$ cat config.mk
export PLATFORM = sky130hd
export DESIGN_NAME = mem_port_arbiter_flat
export DESIGN_NICKNAME = d
export VERILOG_FILES = /design/src/rtl/mem_port_arbiter_if.sv /design/src/rtl/mem_port_arbiter.sv /design/src/flat_wrapper.sv
export SDC_FILE = /design/constraint.sdc
export NUM_CORES = 1
export LEC_CHECK = 0
export ABC_CLOCK_PERIOD_IN_PS = 6410
export CELL_PAD_IN_SITES_DETAIL_PLACEMENT = 0
export CELL_PAD_IN_SITES_GLOBAL_PLACEMENT = 2
export CORE_MARGIN = 8
export CORE_UTILIZATION = 26
export CTS_CLUSTER_DIAMETER = 150
export DETAILED_ROUTE_END_ITERATION = 6
export PLACE_DENSITY = 0.84
export SYNTH_ARGS = -nofsm -noshare
export SYNTH_HDL_FRONTEND = slang
export SYNTH_SLANG_ARGS = --single-unit
$ cat constraint.sdc
create_clock -name clk -period 6.41 [get_ports clk]
set_input_delay 0.9615 -clock clk [delete_from_list [all_inputs] [get_ports clk]]
set_output_delay 0.9615 -clock clk [all_outputs]
set_load 0.02 [all_outputs]
$ cat src/rtl/mem_port_arbiter_if.sv
// Bundle of the fetch port, the load/store port and the shared memory port
// seen by mem_port_arbiter. The master modport is the arbiter's view; the
// slave modport is the view of everything around it (requesters + memory).
interface mem_port_arbiter_if #(
  parameter int ADDR_W = 32,
  parameter int DATA_W = 32
);
  // instruction-fetch requester
  logic              i_req;
  logic [ADDR_W-1:0] i_addr;
  logic [DATA_W-1:0] i_rdata;
  logic              i_done;
  logic              i_err;
  // load/store requester
  logic              d_req;
  logic              d_we;
  logic [ADDR_W-1:0] d_addr;
  logic [DATA_W-1:0] d_wdata;
  logic [DATA_W-1:0] d_rdata;
  logic              d_done;
  logic              d_err;
  // unified memory
  logic              mem_en;
  logic              mem_we;
  logic [ADDR_W-1:0] mem_addr;
  logic [DATA_W-1:0] mem_wdata;
  logic [DATA_W-1:0] mem_rdata;
  logic              mem_ready;

  modport master (
    input  i_req, i_addr, d_req, d_we, d_addr, d_wdata, mem_rdata, mem_ready,
    output i_rdata, i_done, i_err, d_rdata, d_done, d_err,
    output mem_en, mem_we, mem_addr, mem_wdata
  );

  modport slave (
    output i_req, i_addr, d_req, d_we, d_addr, d_wdata, mem_rdata, mem_ready,
    input  i_rdata, i_done, i_err, d_rdata, d_done, d_err,
    input  mem_en, mem_we, mem_addr, mem_wdata
  );
endinterface

$ cat src/rtl/mem_port_arbiter.sv
// Shares one single-port memory between the fetch (I) and load/store (D)
// requesters. Round-robin on ties, latched request held on the memory bus
// until mem_ready, one-cycle done pulse, watchdog abort after TIMEOUT cycles.
module mem_port_arbiter #(
  parameter int ADDR_W  = 32,
  parameter int DATA_W  = 32,
  parameter int TIMEOUT = 15
) (
  input logic                clk,
  input logic                rst,
  mem_port_arbiter_if.master bus
);

  typedef enum logic [1:0] {IDLE, BUSY_I, BUSY_D} state_t;

  // last BUSY cycle index at which a missing mem_ready triggers the abort
  localparam logic [7:0] WAIT_LAST = 8'(TIMEOUT - 1);

  state_t     state, state_nx;
  logic [7:0] wait_cnt;
  logic       last_gnt_d;   // 1 = D was granted most recently
  logic       i_elig, d_elig;
  logic       gnt_i, gnt_d;
  logic       finish, abort;

  // Next-state: grant decision in IDLE, completion/abort decision in BUSY
  always_comb begin
    state_nx = state;
    gnt_i    = 1'b0;
    gnt_d    = 1'b0;
    finish   = 1'b0;
    abort    = 1'b0;
    // a port whose done is high is dropping its req; do not regrant it
    i_elig   = bus.i_req && !bus.i_done;
    d_elig   = bus.d_req && !bus.d_done;
    case (state)
      IDLE: begin
        if (i_elig && (!d_elig || last_gnt_d)) begin
          gnt_i    = 1'b1;
          state_nx = BUSY_I;
        end else if (d_elig) begin
          gnt_d    = 1'b1;
          state_nx = BUSY_D;
        end
      end
      BUSY_I, BUSY_D: begin
        // ready in the final watchdog cycle still counts as completion
        if (bus.mem_ready)
          finish = 1'b1;
        else if (wait_cnt == WAIT_LAST)
          abort = 1'b1;
        if (finish || abort)
          state_nx = IDLE;
      end
      default: state_nx = IDLE;
    endcase
  end

  // State register
  always_ff @(posedge clk or posedge rst) begin
    if (rst)
      state <= IDLE;
    else
      state <= state_nx;
  end

  // Control: strobes, done/err pulses, watchdog counter, round-robin pointer
  always_ff @(posedge clk or posedge rst) begin
    if (rst) begin
      bus.mem_en <= 1'b0;
      bus.mem_we <= 1'b0;
      bus.i_done <= 1'b0;
      bus.i_err  <= 1'b0;
      bus.d_done <= 1'b0;
      bus.d_err  <= 1'b0;
      wait_cnt   <= '0;
      last_gnt_d <= 1'b1;
    end else begin
      bus.mem_en <= (state_nx != IDLE);
      bus.i_done <= (state == BUSY_I) && (finish || abort);
      bus.i_err  <= (state == BUSY_I) && abort;
      bus.d_done <= (state == BUSY_D) && (finish || abort);
      bus.d_err  <= (state == BUSY_D) && abort;
      if (gnt_i || gnt_d) begin
        wait_cnt   <= '0;
        last_gnt_d <= gnt_d;
        bus.mem_we <= gnt_d && bus.d_we;
      end else if (state != IDLE) begin
        if (!bus.mem_ready)
          wait_cnt <= wait_cnt + 8'd1;
        if (finish || abort)
          bus.mem_we <= 1'b0;
      end
    end
  end

  // Data: request latch on grant, read-data capture or clear on abort
  always_ff @(posedge clk or posedge rst) begin
    if (rst) begin
      bus.mem_addr  <= '0;
      bus.mem_wdata <= '0;
      bus.i_rdata   <= '0;
      bus.d_rdata   <= '0;
    end else begin
      if (gnt_i)
        bus.mem_addr <= bus.i_addr;
      if (gnt_d) begin
        bus.mem_addr  <= bus.d_addr;
        bus.mem_wdata <= bus.d_wdata;
      end
      if (state == BUSY_I) begin
        if (finish)
          bus.i_rdata <= bus.mem_rdata;
        else if (abort)
          bus.i_rdata <= '0;
      end
      if (state == BUSY_D) begin
        if (finish && !bus.mem_we)
          bus.d_rdata <= bus.mem_rdata;
        else if (abort)
          bus.d_rdata <= '0;
      end
    end
  end

endmodule

$ cat src/flat_wrapper.sv
// flat-port wrapper written by rule: the top's interface ports become plain ports
module mem_port_arbiter_flat 
#(
  parameter int ADDR_W  = 32,
  parameter int DATA_W  = 32,
  parameter int TIMEOUT = 15
)
  (clk, rst, bus_i_req, bus_i_addr, bus_d_req, bus_d_we, bus_d_addr, bus_d_wdata, bus_mem_rdata, bus_mem_ready, bus_i_rdata, bus_i_done, bus_i_err, bus_d_rdata, bus_d_done, bus_d_err, bus_mem_en, bus_mem_we, bus_mem_addr, bus_mem_wdata);
  mem_port_arbiter_if #(.ADDR_W(ADDR_W), .DATA_W(DATA_W)) bus_i ();
  input logic clk;
  input logic rst;
  input wire logic [$bits(bus_i.i_req)-1:0] bus_i_req;
  input wire logic [$bits(bus_i.i_addr)-1:0] bus_i_addr;
  input wire logic [$bits(bus_i.d_req)-1:0] bus_d_req;
  input wire logic [$bits(bus_i.d_we)-1:0] bus_d_we;
  input wire logic [$bits(bus_i.d_addr)-1:0] bus_d_addr;
  input wire logic [$bits(bus_i.d_wdata)-1:0] bus_d_wdata;
  input wire logic [$bits(bus_i.mem_rdata)-1:0] bus_mem_rdata;
  input wire logic [$bits(bus_i.mem_ready)-1:0] bus_mem_ready;
  output wire logic [$bits(bus_i.i_rdata)-1:0] bus_i_rdata;
  output wire logic [$bits(bus_i.i_done)-1:0] bus_i_done;
  output wire logic [$bits(bus_i.i_err)-1:0] bus_i_err;
  output wire logic [$bits(bus_i.d_rdata)-1:0] bus_d_rdata;
  output wire logic [$bits(bus_i.d_done)-1:0] bus_d_done;
  output wire logic [$bits(bus_i.d_err)-1:0] bus_d_err;
  output wire logic [$bits(bus_i.mem_en)-1:0] bus_mem_en;
  output wire logic [$bits(bus_i.mem_we)-1:0] bus_mem_we;
  output wire logic [$bits(bus_i.mem_addr)-1:0] bus_mem_addr;
  output wire logic [$bits(bus_i.mem_wdata)-1:0] bus_mem_wdata;
  assign bus_i.i_req = bus_i_req;
  assign bus_i.i_addr = bus_i_addr;
  assign bus_i.d_req = bus_d_req;
  assign bus_i.d_we = bus_d_we;
  assign bus_i.d_addr = bus_d_addr;
  assign bus_i.d_wdata = bus_d_wdata;
  assign bus_i.mem_rdata = bus_mem_rdata;
  assign bus_i.mem_ready = bus_mem_ready;
  assign bus_i_rdata = bus_i.i_rdata;
  assign bus_i_done = bus_i.i_done;
  assign bus_i_err = bus_i.i_err;
  assign bus_d_rdata = bus_i.d_rdata;
  assign bus_d_done = bus_i.d_done;
  assign bus_d_err = bus_i.d_err;
  assign bus_mem_en = bus_i.mem_en;
  assign bus_mem_we = bus_i.mem_we;
  assign bus_mem_addr = bus_i.mem_addr;
  assign bus_mem_wdata = bus_i.mem_wdata;
  mem_port_arbiter #(.ADDR_W(ADDR_W), .DATA_W(DATA_W), .TIMEOUT(TIMEOUT)) u_core (.clk(clk), .rst(rst), .bus(bus_i));
endmodule
Yosys cells after proc, flatten, opt, wreduce, memory -nomap -nowiden
Index checks and enable logic that the tools add are counted.
{"block": "totals", "elab_cells": 75, "mem_bits_rw": 0, "latch_bits": 0, "ff_bits": 145, "output_inout_bits": 134, "rom_bits": 0, "mem_count": 0, "in_bits": 134}
{"block": "op_classes", "n_reduce_logical": 30, "mux": 27, "n_eq_ne": 4, "bitwise": 0, "multipliers": 0, "n_addsub": 1, "magnitude_cmp": 0, "div_mod_pow": 0, "shift": 0}
{"op": "$mux 32", "n": 5}
{"op": "$mux 8", "n": 3}
{"op": "$mux 1", "n": 15}
{"op": "$reduce_bool 2->1", "n": 7}
{"op": "$logic_and 1x1->1", "n": 9}
{"op": "$add 8x1->8 const B", "n": 1}
{"op": "$eq 8x4->1 const B", "n": 1}
{"op": "$reduce_and 2->1", "n": 4}
{"op": "$mux 2", "n": 3}
{"op": "$logic_not 1->1", "n": 4}
{"op": "$logic_or 1x1->1", "n": 4}
{"op": "$pmux 2 s2", "n": 1}
{"op": "$eq 2x1->1 const B", "n": 1}
{"op": "$eq 2x2->1 const B", "n": 1}
{"op": "$logic_not 2->1", "n": 1}
{"op": "$ne 2x1->1 const B", "n": 1}
{"op": "$reduce_or 2->1", "n": 1}

Depth between registers and ports, before layout
{"block": "depth", "depth_word": 10, "ltp_mapped": 8, "depth_no_buf": 6}

Least setup slack after synthesis
Ideal clock, no wire load.
{"block": "synth_timing", "kind": "input to register", "from": "input bus_i_req", "to": "register u_core.bus.mem_wdata[10]", "setup_time_ps": 125, "n_path_buf": 2, "path_stages": 5, "t_required_ps": 6285, "path_slack_ps": 4214, "t_arrival_ps": 2071, "path_cell_list": "and2b_1 -> a211oi_2 -> buf_4 -> buf_4 -> mux2_2"}
{"block": "synth_via", "elab_chain_cells": 4}
{"item": "start: declaration", "line": "flat_wrapper.sv:12", "text": "input wire logic [$bits(bus_i.i_req)-1:0] bus_i_req;"}
{"item": "$logic_and 1x1->1", "line": "mem_port_arbiter.sv:34", "text": "i_elig = bus.i_req && !bus.i_done;"}
{"item": "$logic_and 1x1->1", "line": "mem_port_arbiter.sv:38", "text": "if (i_elig && (!d_elig || last_gnt_d)) begin"}
{"item": "$mux 1", "line": "mem_port_arbiter.sv:38"}
{"item": "$mux 1", "line": "mem_port_arbiter.sv:36", "text": "case (state)"}
{"item": "end signal: assignment", "line": "mem_port_arbiter.sv:109", "text": "bus.mem_wdata <= bus.d_wdata;"}
{"item": "end: declaration", "line": "mem_port_arbiter_if.sv:33", "text": "output mem_en, mem_we, mem_addr, mem_wdata"}
Every way passes these cells.
A chain may end at the register's enable or synchronous reset.

Final worst setup path
{"block": "layout_timing", "from": "input bus_i_req", "to": "register u_core.bus.mem_wdata[29]"}
The elaborated chain is that of the path after synthesis.

==> impl_results.rst <==
.. list-table::
   :header-rows: 1

   * - Metric
     - Value
   * - Status
     - finished, final reports clean
   * - Total grt overflow
     - 0
   * - Data arrival, critical path
     - 3.37 ns
   * - Maximum net fanout on the critical path
     - 56
   * - Clock Skew
     - 0.009984 ns
   * - Number of standard cells after synthesis
     - 420
   * - Placed wire-length estimate after detailed placement
     - 13920 microns
   * - Leak pwr
     - 0.004156 uW
   * - Synth top area cells
     - dfrtp_1 (62%), a22o_1 (14%), mux2_2 (6.2%)
   * - Drt initial violations
     - 269
   * - Met3 wirelength from detailed routing
     - 1398 microns
   * - Share of the yosys chip area belonging to registers
     - 61.96%
   * - Crit path launch type
     - primary input
   * - Number of buffers added to fix hold violations after cts
     - 0
   * - Mean instance size in the synthesized netlist
     - 13.95 sq um
   * - Post-CTS Resized
     - 0
   * - Worst path bufs/invs
     - 2
   * - Power per cell area
     - 514.9 nW/um^2
   * - Most common library cell in the layout ignoring fill and taps
     - clkdlybuf4s50_1
   * - Highest-count cells in the layout ignoring fill and taps
     - clkdlybuf4s50_1 (267), dfrtp_1 (144), a22o_1 (96), a21o_1 (32), mux2_2 (32)
   * - Root Buffer Master
     - clkbuf_16
   * - Fraction of the core area covered by cells at the end of the flow
     - 41.75%
   * - Worst Setup Slack post-DPL
     - 2.918 ns
   * - Count of buffers inserted at the top-level ports
     - 267
   * - Number of max-cap violations
     - 0
   * - Avg Vias per Cell
     - 4.656
   * - Fraction of layout cells with a size suffix above 1
     - 11.26%
   * - Sinks on the clock net
     - 145
   * - Vias after detailed routing
     - 4554
   * - Row count
     - 55
   * - Clock transition at the register clock pins on the worst setup and hold paths after CTS
     - 0.07 ns
   * - Unrepaired setup endpoints after global routing
     - no
   * - Critical-path cell list
     - clkdlybuf4s50_1 -> and2b_1 -> a211oi_4 -> buf_4 -> mux2_2
   * - Max Clock Freq
     - 326.1 MHz
   * - Routed wire length
     - 19310 microns
   * - Max Buffers Root-to-Sink
     - 2
   * - Post-CTS setup repair buffer count
     - 0
   * - Die Outline Area
     - 27590 sq um
   * - Ant diodes
     - 0
   * - Flops & latches, synth
     - 145
   * - Relative slew margins
     - 26.06%
   * - Min Clock Period, post-route
     - 3.067 ns
   * - Post-route worst hold slack
     - 0.5045 ns
   * - Detailed-route wire length on metal 1
     - 7954 microns
   * - Global placer's final weighted congestion
     - 0.7400
   * - Horiz. Die Dim
     - 166.1 microns
   * - Final number of hold-violating endpoints
     - 0
   * - IR drop worst, VDD
     - 249.6 uV
   * - Pins Over Slew Limit
     - 0
   * - Synth Net Count
     - 560
   * - Post-route setup slack
     - 3.343 ns
   * - Top cell family by delay on the critical path
     - buffers and inverters
   * - Initial core utilization
     - 26.19%
   * - Clock latency at the later pin of the worst-skew pair
     - 0.42 ns
   * - Avg WL per Cell
     - 19.74 microns
   * - Final setup violation count
     - 0
   * - Via count of the first global-routing pass
     - 5140
   * - Sum of met2 wire segment lengths after detailed routing
     - 9567 microns
   * - Worst stage delay on the critical path
     - 0.65 ns
   * - Area of the mapped netlist
     - 5858 sq um
   * - Critical Path Sink Type
     - flop
   * - Final TNS setup
     - 0 ns
   * - Uppermost layer routed
     - met5
   * - Core region area
     - 22370 sq um
   * - Slew at the pin closest to its max-slew limit
     - 1.105 ns
   * - Area growth from synthesis to final layout
     - 59.40%
   * - Number of distinct library cells after synthesis
     - 43
   * - Library cell occupying the most area in the post-synthesis netlist
     - dfrtp_1
   * - Final Net Count
     - 820
   * - Fill cell instance count of the final layout
     - 2091
   * - Top-level I/O count
     - 268
   * - First-pass DRT Iterations
     - 4
   * - Antenna violation net count after detailed routing
     - 0
   * - Min-Delay Path Class
     - reg2reg
   * - Number of design rule violations left after detail routing
     - 0
   * - CP required
     - 6.71 ns
   * - Clock tree from TritonCTS
     - done
   * - Number of warnings issued by yosys
     - 0
   * - Startpoint-to-endpoint class of the critical path
     - in2reg
   * - Portion of synthesized cell area occupied by the leading cell type
     - 61.51%
   * - Wire length of the first global-routing pass
     - 30770 microns
   * - Number of antenna violations at the first check in global routing
     - 1
   * - Overall die height
     - 166.1 microns
   * - Final Cycle Share
     - 47.85%
   * - Number of buffers added by the clock tree synthesis step
     - 17
   * - GRT Resource Usage Total
     - 14.01%
   * - Level count of the clock H-tree
     - 4
   * - Pin count of the biggest net entering global routing
     - 91
   * - Cell with the largest stage delay on the worst path
     - buf_4
==> worst reg2reg max path: stages, from the launching register on <==
cell and delay [ns]:
dfrtp_1 0.44, inv_1 0.14, ha_1 0.49, inv_1 0.23, a211oi_4 0.54, buf_4 0.65, mux2_2 0.46
==> area by class of cell <==
cell class              count  area [sq um]  share of cell area (%)
flip-flops and latches    145          3630                   38.87
repair buffers            272          2710                   29.02
well taps                 285         356.6                   3.819
clock inverters            15         162.7                   1.742
multi-input cells         237          2022                   21.65
inverters                   7         31.28                  0.3350
clock buffers              17         425.4                   4.556
==> registers in the layout, summed over array words and instances, names as in the netlist, 2 cells and up <==
name,flops
u_core.bus.mem_wdata,32
u_core.bus.d_rdata,32
u_core.bus.mem_addr,32
u_core.state,2
u_core.bus.i_rdata,32
u_core.wait_cnt,8
==> cells by family after synthesis <==
group,share of synthesized area (%)
AOI/OAI and AO/OA,22.30
adders and majority gates,1.281
buffers and inverters,3.845
DFF,61.96
muxes,6.151
and+or+nand+nor,4.314
xor gates and xnor gates,0.1495
==> metal layers <==
layer  GRT usage (%)  up-vias
met3           5.586       23
li1                -     2099
met5               0        -
met4           4.387        2
met2           23.22      151
met1           16.39     2279
==> power by group <==
group / internal [uW] / leakage [uW] / switching (uW) / total, uW
logic: 1170 / 0.00207 / 1100 / 2270
registers: 1320 / 0.00181 / 243 / 1570
clock network: 523 / 0.000279 / 451 / 974
==> final timing paths <==
check / startpoint / endpoint / slack (ns) / cells past startpoint
worst max register to register: u_core.state[0] / u_core.bus.mem_wdata[29] / 3.35 / 6
worst max-delay path: bus_i_req / u_core.bus.mem_wdata[29] / 3.34 / 5
max in group asynchronous: rst / u_core.bus.mem_addr[4] / 4.03 / 3
worst min register to register: u_core.bus.d_rdata[12] / u_core.bus.d_rdata[12] / 0.50 / 1
worst min-delay path: u_core.bus.d_rdata[12] / u_core.bus.d_rdata[12] / 0.50 / 1
min in group asynchronous: rst / u_core.bus.mem_wdata[30] / 1.04 / 2
==> cells in the mapped netlist, drive strengths merged <==
cell      n
a211o     1
a211oi    1
a21boi    2
a21o     32
a21oi     4
a22o     96
a311o     1
a31oi     3
a32oi     1
and2      3
and2b     1
and3      2
and4      1
and4b     1
buf      23
clkbuf    8
dfrtp   144
dfstp     1
ha        6
inv       7
mux2     32
nand2     9
nand2b    3
nand3     4
nand4b    1
nor2      3
nor2b     4
nor3      1
nor3b     1
nor4      1
o211ai    3
o21a      2
o21ai    13
or3       2
or4       1
or4b      1
xor2      1
==> metrics by stage <==
step                      instance area (sq um)  cells  total power (uW)
final                                      9338    978              4808
after global placement                     8750    946              3830
after CTS                                  9338    978              4888
after global routing                       9338    978              5087
after floorplan                            5858    420              2768
after detailed placement                   8750    946              3871
Note: power is estimated with default switching activity, not from simulation.
==> variant 1: new RTL, config.mk and constraints unchanged <==
Reset style: synchronous (`rst`), changed in 3 clocked blocks.
--- a/src/rtl/mem_port_arbiter.sv
+++ b/src/rtl/mem_port_arbiter.sv
@@ -57,7 +57,7 @@
   end
 
   // State register
-  always_ff @(posedge clk or posedge rst) begin
+  always_ff @(posedge clk) begin
     if (rst)
       state <= IDLE;
     else
@@ -65,7 +65,7 @@
   end
 
   // Control: strobes, done/err pulses, watchdog counter, round-robin pointer
-  always_ff @(posedge clk or posedge rst) begin
+  always_ff @(posedge clk) begin
     if (rst) begin
       bus.mem_en <= 1'b0;
       bus.mem_we <= 1'b0;
@@ -95,7 +95,7 @@
   end
 
   // Data: request latch on grant, read-data capture or clear on abort
-  always_ff @(posedge clk or posedge rst) begin
+  always_ff @(posedge clk) begin
     if (rst) begin
       bus.mem_addr  <= '0;
       bus.mem_wdata <= '0;
Check against the original RTL: differs if rst is asserted again (counterexample within 4 cycles, from zero or initial values and one cycle with rst high); with rst held inactive, the same outputs for 4 cycles.
==> variant 1 against the unedited design <==
- wire length shrank 1.9%
- sequential cell count unchanged
- final area fell by 7.2%
- synthesized cell count rose by 30%
- synthesized area fell by 11%
- largest cell class unchanged
- setup slack gained 0.20 ns
- global-route usage rose by 1.0 points
Power is not compared: it rests on default switching activity, and its combinational part moved more than twofold at a synthesized area within 25%.
==> variant 1: results (changes against the unedited design) <==
Root Driver - clkbuf_16 (unchanged)
Slew HR - 0.234 (was 0.261)
Leak Pwr - 0.00315 uW
cts repair resizes - 0 (unchanged)
most area-consuming cells after synthesis - dfxtp_1 (56%), a22o_1 (10%), nand2_1 (7.4%) (was dfrtp_1 (62%), a22o_1 (14%), mux2_2 (6.2%))
CTS buffer count - 17 (unchanged)
First DRT Iteration DRCs - 225 (was 269)
Clk pin slew, worst setup/hold paths - 0.06 ns
Port Buf Inserts - 267 (unchanged)
WL final - 18.9 mm (was 19.3 mm)
maximum VDD drop - 0.000153 V
Synth cell types - 44 (was 43)
filler instances - 1992 (was 2091)
post-detail-place hpwl - 14.1 mm (was 13.9 mm)
largest net degree at the start of global routing - 77 (was 91)
CP max FO - 51 (was 56)
Yosys warning count - 0 (unchanged)
CP delay by family, top - buffers and inverters (unchanged)
H-tree Lvls - 4 (unchanged)
later-pin clock latency in the skew report - 0.42 ns (about the same)
CTS tree - done (unchanged)
crit path DAT - 3.20 ns (was 3.37 ns)
FF+latch area - 2900 um^2 (was 3630 um^2)
slowest stage delay, CP - 0.52 ns (was 0.65 ns)
sequential area share after synthesis - 0.556 (was 0.620)
fin nets - 936 (was 820)
Worst Clk Skew - 0.00842 ns (was 0.00998 ns)
ys async rst share - 0 (was 1.00)
global-route wire length before repair - 29.1 mm (was 30.8 mm)
Post-CTS Repair Setup Buffers - 0 (unchanged)
share of cells above drive strength 1 - 0.0630 (was 0.113)
critical path's slowest cell - buf_4 (unchanged)
maximum clock insertion buffer count - 2 (unchanged)
Mapped Nets - 685 (was 560)
HP Class - reg2reg (unchanged)
GP Congestion - 0.828 (was 0.740)
GR Util All Layers - 0.150 (was 0.140)
main flop type after synthesis - dfxtp_1 (was dfrtp_1)
Avg Vias per Cell - 4.62 (was 4.66)
vias in the first global route - 5208 (was 5140)
pre-CTS setup slack - 3.07 ns (was 2.92 ns)
initial antenna violation count - 1 (unchanged)
top cells by count, synth - dfxtp_1 (145), nand2_1 (103), a21oi_1 (66) (was dfrtp_1 (144), a22o_1 (96), a21o_1 (32), mux2_2 (32))
drt first pass iters - 4 (unchanged)
status - finished, final reports clean (unchanged)
-- variant 1: worst register-to-register path: cells and delay by family, from the launching register on --
family	cells	cell delay (ns)
buffers and inverters	2	0.63
AND/OR/NAND/NOR	1	0.49
AO/OA/AOI/OAI	2	0.42
flip-flops	1	0.38
adder cells (fa/ha/maj)	1	0.37
-- variant 1: power by group --
group / switching (uW) / total, uW / leakage, uW / internal (uW)
sequential: 31.4 / 987 / 0.00118 / 955
clock: 416 / 965 / 0.000277 / 548
combinational: 230 / 443 / 0.00170 / 213
total: 678 / 2390 / 0.00315 / 1720
-- variant 1: cells by family after synthesis --
logic type | Yosys count | synth area share
xor+xnor | 7 | 0.0117
buf+inv | 46 | 0.0436
fa+ha+maj | 6 | 0.0144
compound gates | 176 | 0.238
flops | 145 | 0.556
simple gates | 165 | 0.137
-- variant 1: per-stage QoR --
stage / cells / hold WS [ns] / total power, uW / util / cell area [um^2]
floorplan: 545 / 0.452 / 1220 / - / 5220
global placement: 1047 / 0.443 / 1450 / 0.405 / 8090
detailed placement: 1047 / 0.446 / 1450 / 0.405 / 8090
CTS: 1079 / 0.455 / 2430 / 0.434 / 8660
global route: 1080 / 0.479 / 2510 / 0.434 / 8670
finish: 1080 / 0.452 / 2390 / 0.434 / 8670
-- variant 1: worst paths after layout --
| kind | end | startpoint | cells past startpoint | slack, ns |
|---|---|---|---|---|
| worst max-delay path | u_core.bus.mem_addr[16]$_SDFFE_PP0P_ | bus_d_req | 6 | 3.54 |
| worst min-delay path | u_core.bus.mem_wdata[29]$_SDFFE_PP0N_ | u_core.bus.mem_wdata[29]$_SDFFE_PP0N_ | 2 | 0.45 |
| worst max register to register | u_core.bus.mem_addr[16]$_SDFFE_PP0P_ | u_core.state[1]$_SDFF_PP0_ | 6 | 4.05 |
| worst min register to register | u_core.bus.mem_wdata[29]$_SDFFE_PP0N_ | u_core.bus.mem_wdata[29]$_SDFFE_PP0N_ | 2 | 0.45 |
-- variant 1: metal layers --
| layer | up-vias | part of all wire | track usage |
|---|---|---|---|
| met4 | 0 | 0.011 | 0.0458 |
| met5 | - | 0 | 0 |
| met3 | 13 | 0.11 | 0.0650 |
| met2 | 205 | 0.46 | 0.244 |
| met1 | 2335 | 0.42 | 0.176 |
| li1 | 2433 | - | - |
-- variant 1: cell type report --
class                   count  share of cell area
diodes                      1            0.000289
clock buffers              18              0.0495
clock inverters            14              0.0169
inverters                   4             0.00173
multi-input cells         354               0.244
flip-flops and latches    145               0.335
well taps                 270              0.0390
repair buffers            274               0.314
==> variant 2: new RTL, same flow settings <==
Made on the original files. `DATA_W` is set to 32 in 3 places; all go to 36.
--- a/src/rtl/mem_port_arbiter_if.sv
+++ b/src/rtl/mem_port_arbiter_if.sv
@@ -3,7 +3,7 @@
 // slave modport is the view of everything around it (requesters + memory).
 interface mem_port_arbiter_if #(
   parameter int ADDR_W = 32,
-  parameter int DATA_W = 32
+  parameter int DATA_W = 36
 );
   // instruction-fetch requester
   logic              i_req;
--- a/src/rtl/mem_port_arbiter.sv
+++ b/src/rtl/mem_port_arbiter.sv
@@ -3,7 +3,7 @@
 // until mem_ready, one-cycle done pulse, watchdog abort after TIMEOUT cycles.
 module mem_port_arbiter #(
   parameter int ADDR_W  = 32,
-  parameter int DATA_W  = 32,
+  parameter int DATA_W  = 36,
   parameter int TIMEOUT = 15
 ) (
   input logic                clk,
--- a/src/flat_wrapper.sv
+++ b/src/flat_wrapper.sv
@@ -2,7 +2,7 @@
 module mem_port_arbiter_flat 
 #(
   parameter int ADDR_W  = 32,
-  parameter int DATA_W  = 32,
+  parameter int DATA_W  = 36,
   parameter int TIMEOUT = 15
 )
   (clk, rst, bus_i_req, bus_i_addr, bus_d_req, bus_d_we, bus_d_addr, bus_d_wdata, bus_mem_rdata, bus_mem_ready, bus_i_rdata, bus_i_done, bus_i_err, bus_d_rdata, bus_d_done, bus_d_err, bus_mem_en, bus_mem_we, bus_mem_addr, bus_mem_wdata);
Interface: changed (5 resized); port bits go from 268 to 288. No check against the original RTL was run, so the function may have changed too.
==> variant 2 against the unedited design <==
- the run now ends with design-rule violations left
- largest power group unchanged
- worst hold slack got worse by 0.0046 ns
- critical endpoint is now u_core.bus.mem_wdata[32]$_DFFE_PP0P_
- sequential cell count increased by 12
- clock power increased by 2%
- fmax decreased by 3.8%
- critical path type unchanged
- total power increased by 5.1%
- final area increased by 5.7%
- global-route usage decreased by 0.37 points
- via count increased by 7.7%
- setup slack got worse by 0.12 ns
- wire length increased by 4.5%
- critical path depth unchanged
- synthesized area increased by 4.6%
==> variant 2: results (changes against the unedited design) <==
fin nets - 871 (was 820)
largest net degree at the start of global routing - 62 (was 91)
R2R cell count - 5 (was 6)
CP max FO - 36 (was 56)
violated checks - design-rule violations
Avg Vias per Cell - 4.65 (was 4.66)
top cells by count, synth - dfrtp_1 (156), a22o_1 (72), inv_1 (41) (was dfrtp_1 (144), a22o_1 (96), a21o_1 (32), mux2_2 (32))
share of cells above drive strength 1 - 0.115 (was 0.113)
initial antenna violation count - 0 (was 1)
GR Util All Layers - 0.136 (was 0.140)
Leak Pwr - 0.00433 uW (was 0.00416 uW)
sequential area share after synthesis - 0.641 (was 0.620)
First DRT Iteration DRCs - 454 (was 269)
hold worst-path end - u_core.bus.d_rdata[34]$_DFFE_PP0P_ (was u_core.bus.d_rdata[12]$_DFFE_PP0P_)
# DRC - 6 (was 0)
FF-to-FF Start - u_core.state[1]$_DFF_PP0_ (was u_core.state[0]$_DFF_PP0_)
Worst setup startpoint - bus_d_req (was bus_i_req)
HP Start - u_core.bus.d_rdata[34]$_DFFE_PP0P_ (was u_core.bus.d_rdata[12]$_DFFE_PP0P_)
Port Buf Inserts - 287 (was 267)
maximum VDD drop - 0.000238 V (was 0.000250 V)
Mapped Nets - 591 (was 560)
crit path capture - u_core.bus.mem_wdata[32]$_DFFE_PP0P_ (was u_core.bus.mem_wdata[29]$_DFFE_PP0P_)
Net Sw Frac - 0.369 (was 0.374)
global-route wire length before repair - 30.7 mm (was 30.8 mm)
most area-consuming cells after synthesis - dfrtp_1 (64%), a22o_1 (10%), mux2_2 (6.8%) (was dfrtp_1 (62%), a22o_1 (14%), mux2_2 (6.2%))
drt first pass iters - 7 (was 4)
crit path DAT - 3.49 ns (was 3.37 ns)
GP Congestion - 0.773 (was 0.740)
Slew @ Worst Pin - 0.898 ns (was 1.10 ns)
status - finished with violations (was finished, final reports clean)
post-detail-place hpwl - 14.4 mm (was 13.9 mm)
vias in the first global route - 5256 (was 5140)
variant 2: metal layers:
layer / GRT usage / part of all wire / up-vias
li1: - / - / 2231
met1: 0.171 / 0.43 / 2450
met2: 0.216 / 0.46 / 210
met3: 0.0584 / 0.092 / 14
met4: 0.0285 / 0.010 / 0
met5: 0 / 0 / -
variant 2: cell families (layout without fill, tap and decap cells):
family,count (synthesis),in the layout,synth area share
flops,157,157,0.641
compound gates,131,131,0.190
buf+inv,74,367,0.0517
simple gates,38,38,0.0372
mux,37,37,0.0680
fa+ha+maj,6,6,0.0123
variant 2: metrics by stage:
| step | util | worst slack (ns) | std cells | power, uW | hold slack (ns) |
|---|---|---|---|---|---|
| global placement | 0.399 | 2.82 | 1023 | 4090 | 0.481 |
| global route | 0.423 | 3.11 | 1055 | 5340 | 0.516 |
| detailed placement | 0.399 | 2.82 | 1023 | 4110 | 0.480 |
| floorplan | - | 1.22 | 443 | 2920 | 0.470 |
| CTS | 0.423 | 3.26 | 1055 | 5130 | 0.505 |
| finish | 0.423 | 3.22 | 1055 | 5050 | 0.500 |
variant 2: critical path, cell delays in order:
cell,delay [ns]
clkdlybuf4s50_1,0.47
nor2b_1,0.34
and3_2,0.75
buf_4,0.53
mux2_2,0.39
variant 2: area by class of cell:
class / count / area, um^2
Fill cell: 2219 / 13500
Tap cell: 319 / 399
Multi-Input combinational cell: 212 / 1890
Clock inverter: 14 / 133
Inverter: 41 / 159
Clock buffer: 18 / 439
Sequential cell: 157 / 3930
Timing Repair Buffer: 294 / 2930
variant 2: power groups by stage:
stage / combinational (uW) / clock, uW / sequential, uW
floorplan: 729 / 0 / 2190
global placement: 2400 / 0 / 1690
detailed placement: 2420 / 0 / 1690
CTS: 2420 / 1030 / 1690
global route: 2530 / 1070 / 1740
finish: 2380 / 989 / 1680
